[src/rtl/mux_result_regfile_if.sv]
// Bus bundle between the source mux / operand fetch and the writeback register file.
interface mux_result_regfile_if #(
  parameter int unsigned DATA_W = 17,
  parameter int unsigned ADDR_W = 4
);
  logic [DATA_W-1:0] MuxOutput;
  logic [3:0]        MuxSelection;
  logic              WriteEn;
  logic [ADDR_W-1:0] WriteAddr;
  logic [ADDR_W-1:0] ReadAddrA;
  logic [ADDR_W-1:0] ReadAddrB;
  logic [DATA_W-1:0] ReadDataA;
  logic [DATA_W-1:0] ReadDataB;
  logic              Pending;
  logic [3:0]        LastSel;
  logic [7:0]        WriteCount;

  modport master (
    output MuxOutput, MuxSelection, WriteEn, WriteAddr, ReadAddrA, ReadAddrB,
    input  ReadDataA, ReadDataB, Pending, LastSel, WriteCount
  );

  modport slave (
    input  MuxOutput, MuxSelection, WriteEn, WriteAddr, ReadAddrA, ReadAddrB,
    output ReadDataA, ReadDataB, Pending, LastSel, WriteCount
  );
endinterface

[src/rtl/mux_result_regfile.sv]
// Writeback stage: one-deep write pipeline in front of a register array with
// two forwarding read ports. Register 0 reads as zero.
module mux_result_regfile #(
  parameter int unsigned DATA_W   = 17,
  parameter int unsigned ADDR_W   = 4,
  parameter int unsigned NUM_REGS = 16
) (
  input  logic                 Clock,
  input  logic                 ResetN,
  mux_result_regfile_if.slave  bus
);

  localparam int unsigned IDX_W   = (NUM_REGS > 1) ? $clog2(NUM_REGS) : 1;
  localparam int unsigned SEL_W   = 4;
  localparam int unsigned CNT_W   = 8;

  logic [DATA_W-1:0] regs_q [NUM_REGS];

  logic              pend_q,      pend_d;
  logic [DATA_W-1:0] pend_data_q, pend_data_d;
  logic [ADDR_W-1:0] pend_addr_q, pend_addr_d;
  logic [SEL_W-1:0]  pend_sel_q,  pend_sel_d;
  logic [SEL_W-1:0]  last_sel_q,  last_sel_d;
  logic [CNT_W-1:0]  cnt_q,       cnt_d;
  logic              wr_valid_c;

  // Address 0 and unimplemented addresses never enter the pipeline.
  function automatic logic addr_ok(input logic [ADDR_W-1:0] a);
    return (a != '0) && (32'(a) < NUM_REGS);
  endfunction

  // Read mux: zero for invalid addresses, pending data when it targets the address.
  function automatic logic [DATA_W-1:0] rd(input logic [ADDR_W-1:0] a);
    if (!addr_ok(a))                    return '0;
    else if (pend_q && pend_addr_q == a) return pend_data_q;
    else                                 return regs_q[IDX_W'(a)];
  endfunction

  // Next-state for the pipeline stage, last-select and saturating counter.
  always_comb begin
    wr_valid_c  = bus.WriteEn && addr_ok(bus.WriteAddr);
    pend_d      = wr_valid_c;
    pend_data_d = pend_data_q;
    pend_addr_d = pend_addr_q;
    pend_sel_d  = pend_sel_q;
    last_sel_d  = last_sel_q;
    cnt_d       = cnt_q;
    if (wr_valid_c) begin
      pend_data_d = bus.MuxOutput;
      pend_addr_d = bus.WriteAddr;
      pend_sel_d  = bus.MuxSelection;
    end
    if (pend_q) begin
      last_sel_d = pend_sel_q;
      if (cnt_q != {CNT_W{1'b1}}) cnt_d = cnt_q + CNT_W'(1);
    end
  end

  // Pipeline/status registers; reset discards any in-flight write.
  always_ff @(posedge Clock or negedge ResetN) begin
    if (!ResetN) begin
      pend_q      <= 1'b0;
      pend_data_q <= '0;
      pend_addr_q <= '0;
      pend_sel_q  <= '0;
      last_sel_q  <= '0;
      cnt_q       <= '0;
    end else begin
      pend_q      <= pend_d;
      pend_data_q <= pend_data_d;
      pend_addr_q <= pend_addr_d;
      pend_sel_q  <= pend_sel_d;
      last_sel_q  <= last_sel_d;
      cnt_q       <= cnt_d;
    end
  end

  // Register array commit from the pending stage.
  always_ff @(posedge Clock or negedge ResetN) begin
    if (!ResetN) begin
      for (int i = 0; i < int'(NUM_REGS); i++) regs_q[i] <= '0;
    end else if (pend_q) begin
      regs_q[IDX_W'(pend_addr_q)] <= pend_data_q;
    end
  end

  // Combinational read ports.
  always_comb begin
    bus.ReadDataA = rd(bus.ReadAddrA);
    bus.ReadDataB = rd(bus.ReadAddrB);
  end

  assign bus.Pending    = pend_q;
  assign bus.LastSel    = last_sel_q;
  assign bus.WriteCount = cnt_q;

endmodule
[src/flat_wrapper.sv]
// flat-port wrapper written by rule: the top's interface ports become plain ports
module mux_result_regfile_flat 
#(
  parameter int unsigned DATA_W   = 17,
  parameter int unsigned ADDR_W   = 4,
  parameter int unsigned NUM_REGS = 16
)
  (Clock, ResetN, bus_MuxOutput, bus_MuxSelection, bus_WriteEn, bus_WriteAddr, bus_ReadAddrA, bus_ReadAddrB, bus_ReadDataA, bus_ReadDataB, bus_Pending, bus_LastSel, bus_WriteCount);
  mux_result_regfile_if #(.DATA_W(DATA_W), .ADDR_W(ADDR_W)) bus_i ();
  input  logic Clock;
  input  logic ResetN;
  input wire logic [$bits(bus_i.MuxOutput)-1:0] bus_MuxOutput;
  input wire logic [$bits(bus_i.MuxSelection)-1:0] bus_MuxSelection;
  input wire logic [$bits(bus_i.WriteEn)-1:0] bus_WriteEn;
  input wire logic [$bits(bus_i.WriteAddr)-1:0] bus_WriteAddr;
  input wire logic [$bits(bus_i.ReadAddrA)-1:0] bus_ReadAddrA;
  input wire logic [$bits(bus_i.ReadAddrB)-1:0] bus_ReadAddrB;
  output wire logic [$bits(bus_i.ReadDataA)-1:0] bus_ReadDataA;
  output wire logic [$bits(bus_i.ReadDataB)-1:0] bus_ReadDataB;
  output wire logic [$bits(bus_i.Pending)-1:0] bus_Pending;
  output wire logic [$bits(bus_i.LastSel)-1:0] bus_LastSel;
  output wire logic [$bits(bus_i.WriteCount)-1:0] bus_WriteCount;
  assign bus_i.MuxOutput = bus_MuxOutput;
  assign bus_i.MuxSelection = bus_MuxSelection;
  assign bus_i.WriteEn = bus_WriteEn;
  assign bus_i.WriteAddr = bus_WriteAddr;
  assign bus_i.ReadAddrA = bus_ReadAddrA;
  assign bus_i.ReadAddrB = bus_ReadAddrB;
  assign bus_ReadDataA = bus_i.ReadDataA;
  assign bus_ReadDataB = bus_i.ReadDataB;
  assign bus_Pending = bus_i.Pending;
  assign bus_LastSel = bus_i.LastSel;
  assign bus_WriteCount = bus_i.WriteCount;
  mux_result_regfile #(.DATA_W(DATA_W), .ADDR_W(ADDR_W), .NUM_REGS(NUM_REGS)) u_core (.Clock(Clock), .ResetN(ResetN), .bus(bus_i));
endmodule
[config.mk]
export PLATFORM = sky130hd
export DESIGN_NAME = mux_result_regfile_flat
export DESIGN_NICKNAME = d
export VERILOG_FILES = /design/src/rtl/mux_result_regfile_if.sv /design/src/rtl/mux_result_regfile.sv /design/src/flat_wrapper.sv
export SDC_FILE = /design/constraint.sdc
export NUM_CORES = 1
export LEC_CHECK = 0
export BUFFER_PORTS_ARGS = -buffer_cell sky130_fd_sc_hd__buf_4
export CAP_MARGIN = 5
export CORE_UTILIZATION = 40
export DETAILED_ROUTE_END_ITERATION = 8
export HOLD_SLACK_MARGIN = 0.12
export PLACE_DENSITY_LB_ADDON = 0.08
export SLEW_MARGIN = 25
export SYNTH_ARGS = -nofsm -noshare
export SYNTH_HDL_FRONTEND = slang
export SYNTH_SLANG_ARGS = --single-unit
[constraint.sdc]
create_clock -name Clock -period 1.9 [get_ports Clock]
set_input_delay 0.095 -clock Clock [delete_from_list [all_inputs] [get_ports Clock]]
set_output_delay 0.095 -clock Clock [all_outputs]
set_load 0.05 [all_outputs]
==> reports/qor.yml, run 1 <==
routing:
  drt.antenna.violating_nets: 0
  dr_total_vias: 12076
  drt-pass1-iter-count: 7
  routed_wl_mm: 55.06
  wire_per_inst_microns: 26.68
  drt_iter0_drc: 822
  viasPerCell: 5.851
  drc: 9
finish:
  layout_commonest_cell: "dfrtp_1"
  antennaDiodeCount: 0
  area.growth.synth_to_final_pct: 35.19
  area.sequential_sq_um: 7764
  fillers: 3407
  drive_gt1_share_pct: 53.52
  combined_area_of_the_multi_input_logic_cells_sq_um: 9420
  nets: 1541
  layout.cells.most_common_list: "dfrtp_1 (305), mux2_2 (238), buf_4 (171), mux2i_1 (136), nand2_1 (77)"
synth:
  synth-edff-count: 0
  synth.net_count: 1314
  dominantRegCellSynth: "dfrtp_1"
  syn-instance-count: 1277
  portion_of_synthesized_cell_area_occupied_by_the_leading_cell_type_pct: 46.45
  fraction_of_synthesis_flops_using_an_asynchronous_set_or_reset_pin_pct: 100.0
  mappedNetlistArea_sq_um: 16700
  syn_area_per_cell_sq_um: 13.08
  synthDistinctLibCells: 40
  warnings_from_yosys: 0
  ys_seq_area_share_pct: 46.45
  synth.ff_latch_count: 310
  synth.area.top_cells: "dfrtp_1 (46%), mux2_2 (17%), mux4_2 (9.2%)"
  synth_area_leader_cell: "dfrtp_1"
timing:
  grt_setup_unrepaired: "yes"
  slew_headroom_pct: 65.84
  finalClockSkew_ps: 16.38
  slew_violations: 0
  timing.fmax_ghz: 0.4297
  worst-slew-pin-transition_ps: 512.3
  post-route-worst-setup-slack_ps: -427.1
  hold_violations_final: 0
  min_period_ps: 2327
  hold_ws_ps: 154.7
  fin_crit_sh_pct: 122.5
  setup_violations: 85
placement:
  dp.final_hpwl_mm: 35.86
  gp_routability_congestion: 0.8317
  io_buffer_count: 82
  worst_setup_slack_after_placement_ps: -290.3
clock_network:
  htree_num_levels: 2
  cts_num_sinks: 310
  ctsRootBufferMaster: "clkbuf_16"
  cts_buffer_depth: 3
  cts_made_buffers: 37
  clock_tree_from_tritoncts: "done"
  clkTransAtPathRegs_ps: 60
  insertion_delay_ps: 560
global_routing:
  via_count_of_the_first_global_routing_pass: 12460
  grt_start_max_net_pins: 79
  globalRouteOverflowTotal: 0
  antenna_found_initial: 0
  groute.usage.overall_pct: 26.00
  grt_first_pass_wirelength_mm: 80.88
floorplanning:
  row_count: 74
  floorplan.die.height_microns: 206.3
  dieArea_sq_um: 42570
  starting_density_of_the_core_pct: 40.71
  core_region_area_sq_um: 41020
  floorplan.io_pins: 83
  die_w_microns: 206.3
critical_path:
  critPathRequiredTime_ps: 1800
  worst_setup_path_end_kind: "primary output"
  critical_path.top_delay_family: "multiplexers"
  critical-path-slowest-cell: "mux4_2"
  critical_path.cell_chain: "mux4_2 -> mux2_4 -> a211oi_2 -> buf_4 -> a21oi_4 -> buf_6"
  crit_buf_inv: 2
  criticalPathCategory: "flip-flop to primary output"
  critPathArrivalTime_ps: 2230
  longest_individual_stage_delay_on_the_worst_path_ps: 470
  timing.critical_path.fanout_max: 3
  startpoint_type_of_the_worst_setup_path: "flip-flop"
min_path:
  min-delay-path-class: "primary input to asynchronous set/reset pin"
power:
  power.density_nw_per_um2: 1225
  ir_worst_vdd_mv: 1.109
  cellLeakagePower_nw: 9.946
run:
  maxCapViolCount: 0
status:
  status: "complete, but fails checks"
  violations: "DRC, setup timing"
## area by class of cell
type | count | area share (%)
clock buffers | 55 | 4.943
clock inverters | 12 | 0.7648
inverters | 3 | 0.06650
multi-input cells | 830 | 41.73
flip-flops and latches | 310 | 34.39
well taps | 532 | 2.948
repair buffers | 321 | 15.13
repair inverters | 1 | 0.03325
## Yosys cell counts, types with 4 or more instances
library cell / number
mux4_2: 68
buf_4: 16
nand2_1: 81
nor2_2: 9
or2_1: 4
nand3_1: 36
mux2_2: 259
dfrtp_1: 310
buf_6: 8
xnor2_1: 12
a31oi_1: 34
mux2i_1: 136
o22ai_1: 68
o31ai_1: 34
buf_1: 19
mux2_4: 20
clkbuf_1: 38
buf_2: 51
nand3b_1: 4
a211oi_1: 34
## registers in the layout (all words and copies together), names as in the netlist
register and cells:
u_core.bus.Pending 1, u_core.pend_sel_q 4, u_core.pend_data_q 17, u_core.regs_q 272, u_core.bus.LastSel 4, u_core.bus.WriteCount 8, u_core.pend_addr_q 4
## report_power, final
part	internal, mW	leakage, nW	total (mW)	switching [mW]
Combinational	5.12	5.40	9.46	4.35
Clock	4.62	0.629	7.55	2.93
Sequential	8.84	3.92	10.6	1.81
## kinds of logic after synthesis
kind of cell	Yosys count	share of synthesized area (%)
adders and majority gates	1	0.07491
xor gates and xnor gates	14	0.7343
AOI/OAI and AO/OA	174	7.065
and+or+nand+nor	158	4.713
DFF	310	46.45
muxes	483	36.59
buffers and inverters	137	4.376
## metal layers
metal  share of wire, %  wire [microns]  vias up  GRT usage, %
met2                 47           26070      325         41.63
li1                   -               -     5268             -
met4                2.8            1535        0         9.375
met5                  0               0        -             0
met1                 45           24860     6404         35.74
met3                4.7            2588       79         3.847
## stage by stage
stage	setup TNS, ps	instances	power [mW]	instance area, sq um	utilization, %
final	-16960	2064	27.66	22580	55.04
after global routing	-23770	2064	28.96	22580	55.04
after CTS	-15200	2054	27.58	22150	54.01
after detailed placement	-4887	1926	19.05	19470	47.47
after global placement	-4799	1926	18.89	19470	47.47
after floorplan	0	1277	16.33	17130	-
## tightest hold or removal path: stages
cell and delay (ps):
dlygate4sd3_1 560, buf_8 180, buf_12 220
## path summary, 6_finish.rpt
check / from / end / slack (ps) / cells past startpoint
setup / recovery: u_core.regs_q[15] / bus_ReadDataA[15] / -430 / 6
hold / removal: ResetN / u_core.regs_q[144] / 150 / 3
setup reg to reg: u_core.pend_addr_q[3] / u_core.regs_q[131] / -150 / 8
hold reg to reg: u_core.pend_sel_q[2] / u_core.bus.LastSel[2] / 510 / 1
max in group asynchronous: ResetN / u_core.pend_data_q[9] / 1290 / 3
min in group Clock: bus_WriteAddr[1] / u_core.bus.Pending / 240 / 4
## timing repair
item                                    in CTS  in global routing
hold buffers                                50                  0
endpoints found under the hold margin      335                  0
pin swaps                                   30                 10
buffers inserted                             9                  9
gates cloned                                 2                  6
gates resized for setup                    149                 61
endpoints found under the setup margin      55                158
Power figures use the tool's default switching activity.
==> inputs of run 2 (changes only) <==
--- a/config.mk
+++ b/config.mk
@@ -11,6 +11,7 @@
 export DETAILED_ROUTE_END_ITERATION = 8
 export HOLD_SLACK_MARGIN = 0.12
 export PLACE_DENSITY_LB_ADDON = 0.08
+export REMOVE_ABC_BUFFERS = 1
 export SLEW_MARGIN = 25
 export SYNTH_ARGS = -nofsm -noshare
 export SYNTH_HDL_FRONTEND = slang
==> reports/qor.yml, run 2 (synthesis gave the netlist of run 1 again) <==
power:
  ir_worst_vdd_mv: 0.7382
  power.density_nw_per_um2: 1237
  cellLeakagePower_nw: 9.497
critical_path:
  timing.critical_path.fanout_max: 3
  startpoint_type_of_the_worst_setup_path: "flip-flop"
  crit_start: "u_core.regs_q[66]"
  critPathRequiredTime_ps: 1800
  criticalPathCategory: "flip-flop to primary output"
  longest_individual_stage_delay_on_the_worst_path_ps: 470
  critical_path.cell_chain: "mux4_2 -> mux2_4 -> a211oi_4 -> a21oi_1 -> buf_4"
  critical-path-slowest-cell: "mux4_2"
  crit_buf_inv: 1
  crit-reg2reg-launch: "u_core.pend_addr_q[3]"
  critical_path.top_delay_family: "multiplexers"
  worst_setup_path_end_kind: "primary output"
  critPathArrivalTime_ps: 2260
finish:
  layout_commonest_cell: "dfrtp_1"
  regMostFlops: "u_core.regs_q"
  nets: 1492
  area.growth.synth_to_final_pct: 30.01
  area.sequential_sq_um: 7762
  combined_area_of_the_multi_input_logic_cells_sq_um: 9260
  final_cells: 2015
  largest_register_ff_count: 272
  fillers: 3484
  drive_gt1_share_pct: 51.05
  layout.cells.most_common_list: "dfrtp_1 (306), mux2_2 (257), buf_4 (168), mux2i_1 (136), nand2_1 (81)"
  antennaDiodeCount: 0
floorplanning:
  core_region_area_sq_um: 41020
  floorplan.io_pins: 83
  die_w_microns: 206.3
  row_count: 74
  floorplan.die.height_microns: 206.3
  dieArea_sq_um: 42570
  starting_density_of_the_core_pct: 40.71
timing:
  slew_violations: 0
  timing.fmax_ghz: 0.4239
  slew_headroom_pct: 49.77
  worst-slew-pin-transition_ps: 753.4
  post-route-worst-setup-slack_ps: -458.8
  finalClockSkew_ps: 11.93
  grt_setup_unrepaired: "yes"
  fin_crit_sh_pct: 124.1
  setup_violations: 34
  hold_violations_final: 0
  min_period_ps: 2359
clock_network:
  clock_tree_from_tritoncts: "done"
  cts_num_sinks: 310
  cts_buffer_depth: 3
  ctsRootBufferMaster: "clkbuf_16"
  cts_made_buffers: 38
  htree_num_levels: 2
  clkTransAtPathRegs_ps: 60
  insertion_delay_ps: 550
global_routing:
  grt_start_max_net_pins: 68
  groute.usage.overall_pct: 28.24
  via_count_of_the_first_global_routing_pass: 12554
  globalRouteOverflowTotal: 0
  grt_first_pass_wirelength_mm: 85.50
  antenna_found_initial: 0
routing:
  routed_wl_mm: 57.90
  dr_total_vias: 12017
  drt.antenna.violating_nets: 0
  drc: 8
  viasPerCell: 5.964
  drt-pass1-iter-count: 7
  drt_iter0_drc: 771
  wire_per_inst_microns: 28.74
placement:
  numPlacedInstances: 1905
  dp.final_hpwl_mm: 37.70
  worst_setup_slack_after_placement_ps: -153.5
  io_buffer_count: 82
  gp_routability_congestion: 0.8209
run:
  maxCapViolCount: 0
status:
  violations: "DRC, setup timing"
  status: "complete, but fails checks"
min_path:
  min-delay-path-class: "primary input to asynchronous set/reset pin"
run 2: cell types whose count changed in the layout (fill, tap and decap cells not counted), sizes merged:
cell          previous run  this run
buf                    270       241
dlygate4sd3             45        31
bufinv                   4         2
clkinvlp                 4         2
clkbuf                  60        62
clkinv                   5         2
dlymetal6s4s             1         0
run 2: cell type report:
| type | count | share of cell area [%] |
|---|---|---|
| clock buffer | 62 | 5.458 |
| multi-input combinational | 830 | 42.65 |
| sequential | 310 | 35.75 |
| clock inverter | 6 | 0.3919 |
| inverter | 3 | 0.05187 |
| timing repair buffer | 272 | 12.63 |
| tap | 532 | 3.066 |
run 2: worst min-delay path, cell delays in order:
cell,delay (ps)
dlygate4sd3_1,560
buf_8,200
buf_12,210
run 2: what timing repair did:
item                                    in CTS  in global routing
setup buffers                                8                  1
hold buffers                                32                  0
resized for setup                          152                 37
gates cloned                                 1                  0
pin swaps                                   25                  9
endpoints found under the setup margin      34                 62
endpoints found under the hold margin      336                  0
run 2: per-stage QoR:
step / utilization (%) / area, sq um / total power [mW] / setup TNS (ps) / hold WS [ps]
2_1_floorplan: - / 15980 / 15.74 / -101470 / -200.6
3_3_place_gp: 45.89 / 18820 / 18.23 / -976.2 / 3.327
4_1_cts: 52.33 / 21460 / 26.79 / -11290 / 181.6
5_1_grt: 52.93 / 21710 / 28.10 / -13950 / 203.8
3_5_place_dp: 45.89 / 18820 / 18.43 / -476.3 / -0.6865
6_report: 52.93 / 21710 / 26.86 / -11640 / 181.4
run 2: final timing paths:
path,end,slack [ps],cells past startpoint
max,bus_ReadDataB[15],-460,5
min,u_core.regs_q[83],180,3
max reg2reg,u_core.regs_q[55],70,6
min reg2reg,u_core.pend_sel_q[2],470,2
max in group asynchronous,u_core.regs_q[90],1330,3
min in group Clock,u_core.pend_data_q[11],280,4
run 2: power by group:
part	leakage [nW]	internal [mW]	switching, mW	total [mW]
sequential	3.92	8.84	1.78	10.6
clock	0.615	4.52	2.90	7.42
combinational	4.96	4.67	4.14	8.81
total	9.50	18.0	8.82	26.9
run 2: routing by layer:
layer | global-route usage [%] | vias to the layer above | part of all wire [%]
met2 | 42.32 | 456 | 45
met3 | 5.266 | 113 | 6.4
met5 | 0 | - | 0
li1 | - | 5170 | -
met1 | 39.74 | 6278 | 45
met4 | 12.45 | 0 | 4.0
==> inputs of run 3 (changes only) <==
==> constraint.sdc (replaced) <==
create_clock -name Clock -period 2.55 [get_ports Clock]
set_input_delay 0.1275 -clock Clock [delete_from_list [all_inputs] [get_ports Clock]]
set_output_delay 0.1275 -clock Clock [all_outputs]
set_load 0.05 [all_outputs]
==> reports/qor.yml, run 3 (synthesis gave the netlist of run 1 again) <==
routing:
  drt.antenna.violating_nets: 0
  viasPerCell: 5.962
  routed_wl_mm: 55.22
  drc: 8
  wire_per_inst_microns: 28.39
  drt_iter0_drc: 791
  drt-pass1-iter-count: 7
  dr_total_vias: 11597
finish:
  area.sequential_sq_um: 7760
  layout.cells.most_common_list: "dfrtp_1 (308), mux2_2 (259), buf_4 (143), mux2i_1 (136), nand2_1 (80)"
  combined_area_of_the_multi_input_logic_cells_sq_um: 8422
  nets: 1425
  drive_gt1_share_pct: 43.95
  layout_commonest_cell: "dfrtp_1"
  fillers: 3678
  regMostFlops: "u_core.regs_q"
  largest_register_ff_count: 272
  area.growth.synth_to_final_pct: 18.99
  antennaDiodeCount: 0
  layout_cell_area_excl_fill_sq_um: 19870
global_routing:
  groute.usage.overall_pct: 26.89
  grt.met3_usage_pct: 4.068
  grt.met1_usage_pct: 37.49
  via_count_of_the_first_global_routing_pass: 12005
  grt.busiest_layer: "met2"
  grt_first_pass_wirelength_mm: 81.94
  met2_resource_use_gr_pct: 42.85
  globalRouteOverflowTotal: 0
  antenna_found_initial: 0
  grt_start_max_net_pins: 62
timing:
  hold_ws_ps: 153.9
  setup_violations: 0
  finalClockSkew_ps: 18.56
  final.setup.tns_ps: 0
  worst-slew-pin-transition_ps: 661.7
  min_period_ps: 2491
  timing.fmax_ghz: 0.4014
  fin_crit_sh_pct: 97.70
  hold_violations_final: 0
  grt_setup_unrepaired: "yes"
  slew_violations: 0
  slew_headroom_pct: 55.83
placement:
  dpl-instance-area_sq_um: 18160
  dp.final_hpwl_mm: 35.45
  gp_routability_congestion: 0.8100
  io_buffer_count: 82
floorplanning:
  starting_density_of_the_core_pct: 40.71
  floorplan.die.height_microns: 206.3
  die_w_microns: 206.3
  core_region_area_sq_um: 41020
  dieArea_sq_um: 42570
  floorplan.io_pins: 83
  row_count: 74
critical_path:
  critPathRequiredTime_ps: 2420
  crit-reg2reg-launch: "u_core.bus.Pending"
  worst_setup_path_end_kind: "primary output"
  reg2reg_setup_slack_ps: 560
  timing.critical_path.fanout_max: 8
  critPathArrivalTime_ps: 2360
  critical_path.endpoint: "bus_ReadDataA[5]"
  r2r-end: "u_core.regs_q[196]"
  startpoint_type_of_the_worst_setup_path: "flip-flop"
  crit_start: "u_core.pend_addr_q[2]"
  reg2reg_depth: 4
  criticalPathCategory: "flip-flop to primary output"
clock_network:
  ctsRootBufferMaster: "clkbuf_16"
  insertion_delay_ps: 550
  cts_made_buffers: 38
  clock_tree_from_tritoncts: "done"
  cts_buffer_depth: 3
  clkTransAtPathRegs_ps: 60
  cts_num_sinks: 310
  htree_num_levels: 2
power:
  cellLeakagePower_nw: 8.796
  ir_worst_vdd_mv: 0.6005
  design_power_total_mw: 18.97
  power.density_nw_per_um2: 954.5
min_path:
  min-delay-path-class: "primary input to asynchronous set/reset pin"
status:
  violations: "DRC"
  status: "complete, but fails checks"
run:
  maxCapViolCount: 0
[run 3: report_power, final]
part	internal (mW)	switching, mW
clock network	2.99	2.12
logic	3.11	2.81
registers	6.59	1.36
[run 3: area by class of cell]
cell class,instances,share of cell area [%]
multi-input combinational,830,42.38
sequential,310,39.05
timing repair buffer,205,9.407
clock buffer,61,5.629
tap,532,3.350
clock inverter,4,0.1196
inverter,3,0.05667
[run 3: critical path: stages, from the launching register on]
cell	delay (ps)
dfrtp_2	500
xnor2_2	230
nand3_1	120
or2_1	290
buf_4	220
a31oi_2	200
buf_4	240
[run 3: worst min path at each step]
stage | from | end | slack, ps
after CTS | ResetN | u_core.regs_q[78] | 140
final | ResetN | u_core.regs_q[78] | 150
after detailed placement | ResetN | u_core.pend_data_q[9] | 130
after floorplan | ResetN | u_core.bus.LastSel[0] | -170
after global placement | ResetN | u_core.regs_q[94] | 130
after global routing | ResetN | u_core.pend_data_q[9] | 180
[run 3: repair_timing]
action	4_1_cts	5_1_grt
setup endpoints to repair	25	25
resized for setup	21	28
buffers inserted	0	1
gates cloned	0	0
hold buffers	30	0
hold endpoints to repair	335	0
pin swaps	0	1
[run 3: through the flow]
step           setup WS [ps]  cells  utilization, %
6_report               58.66   1945           48.44
2_1_floorplan         -158.9   1143               -
3_3_place_gp           312.2   1849           44.28
3_5_place_dp           289.5   1849           44.28
5_1_grt               -17.67   1945           48.44
4_1_cts               -14.91   1944           48.09
[run 3: routing by layer]
layer  routed length [microns]  vias to the layer above
met3                      2792                       85
met4                      1354                        0
met1                     25020                     6109
met5                         0                        -
li1                          -                     5046
met2                     26060                      357
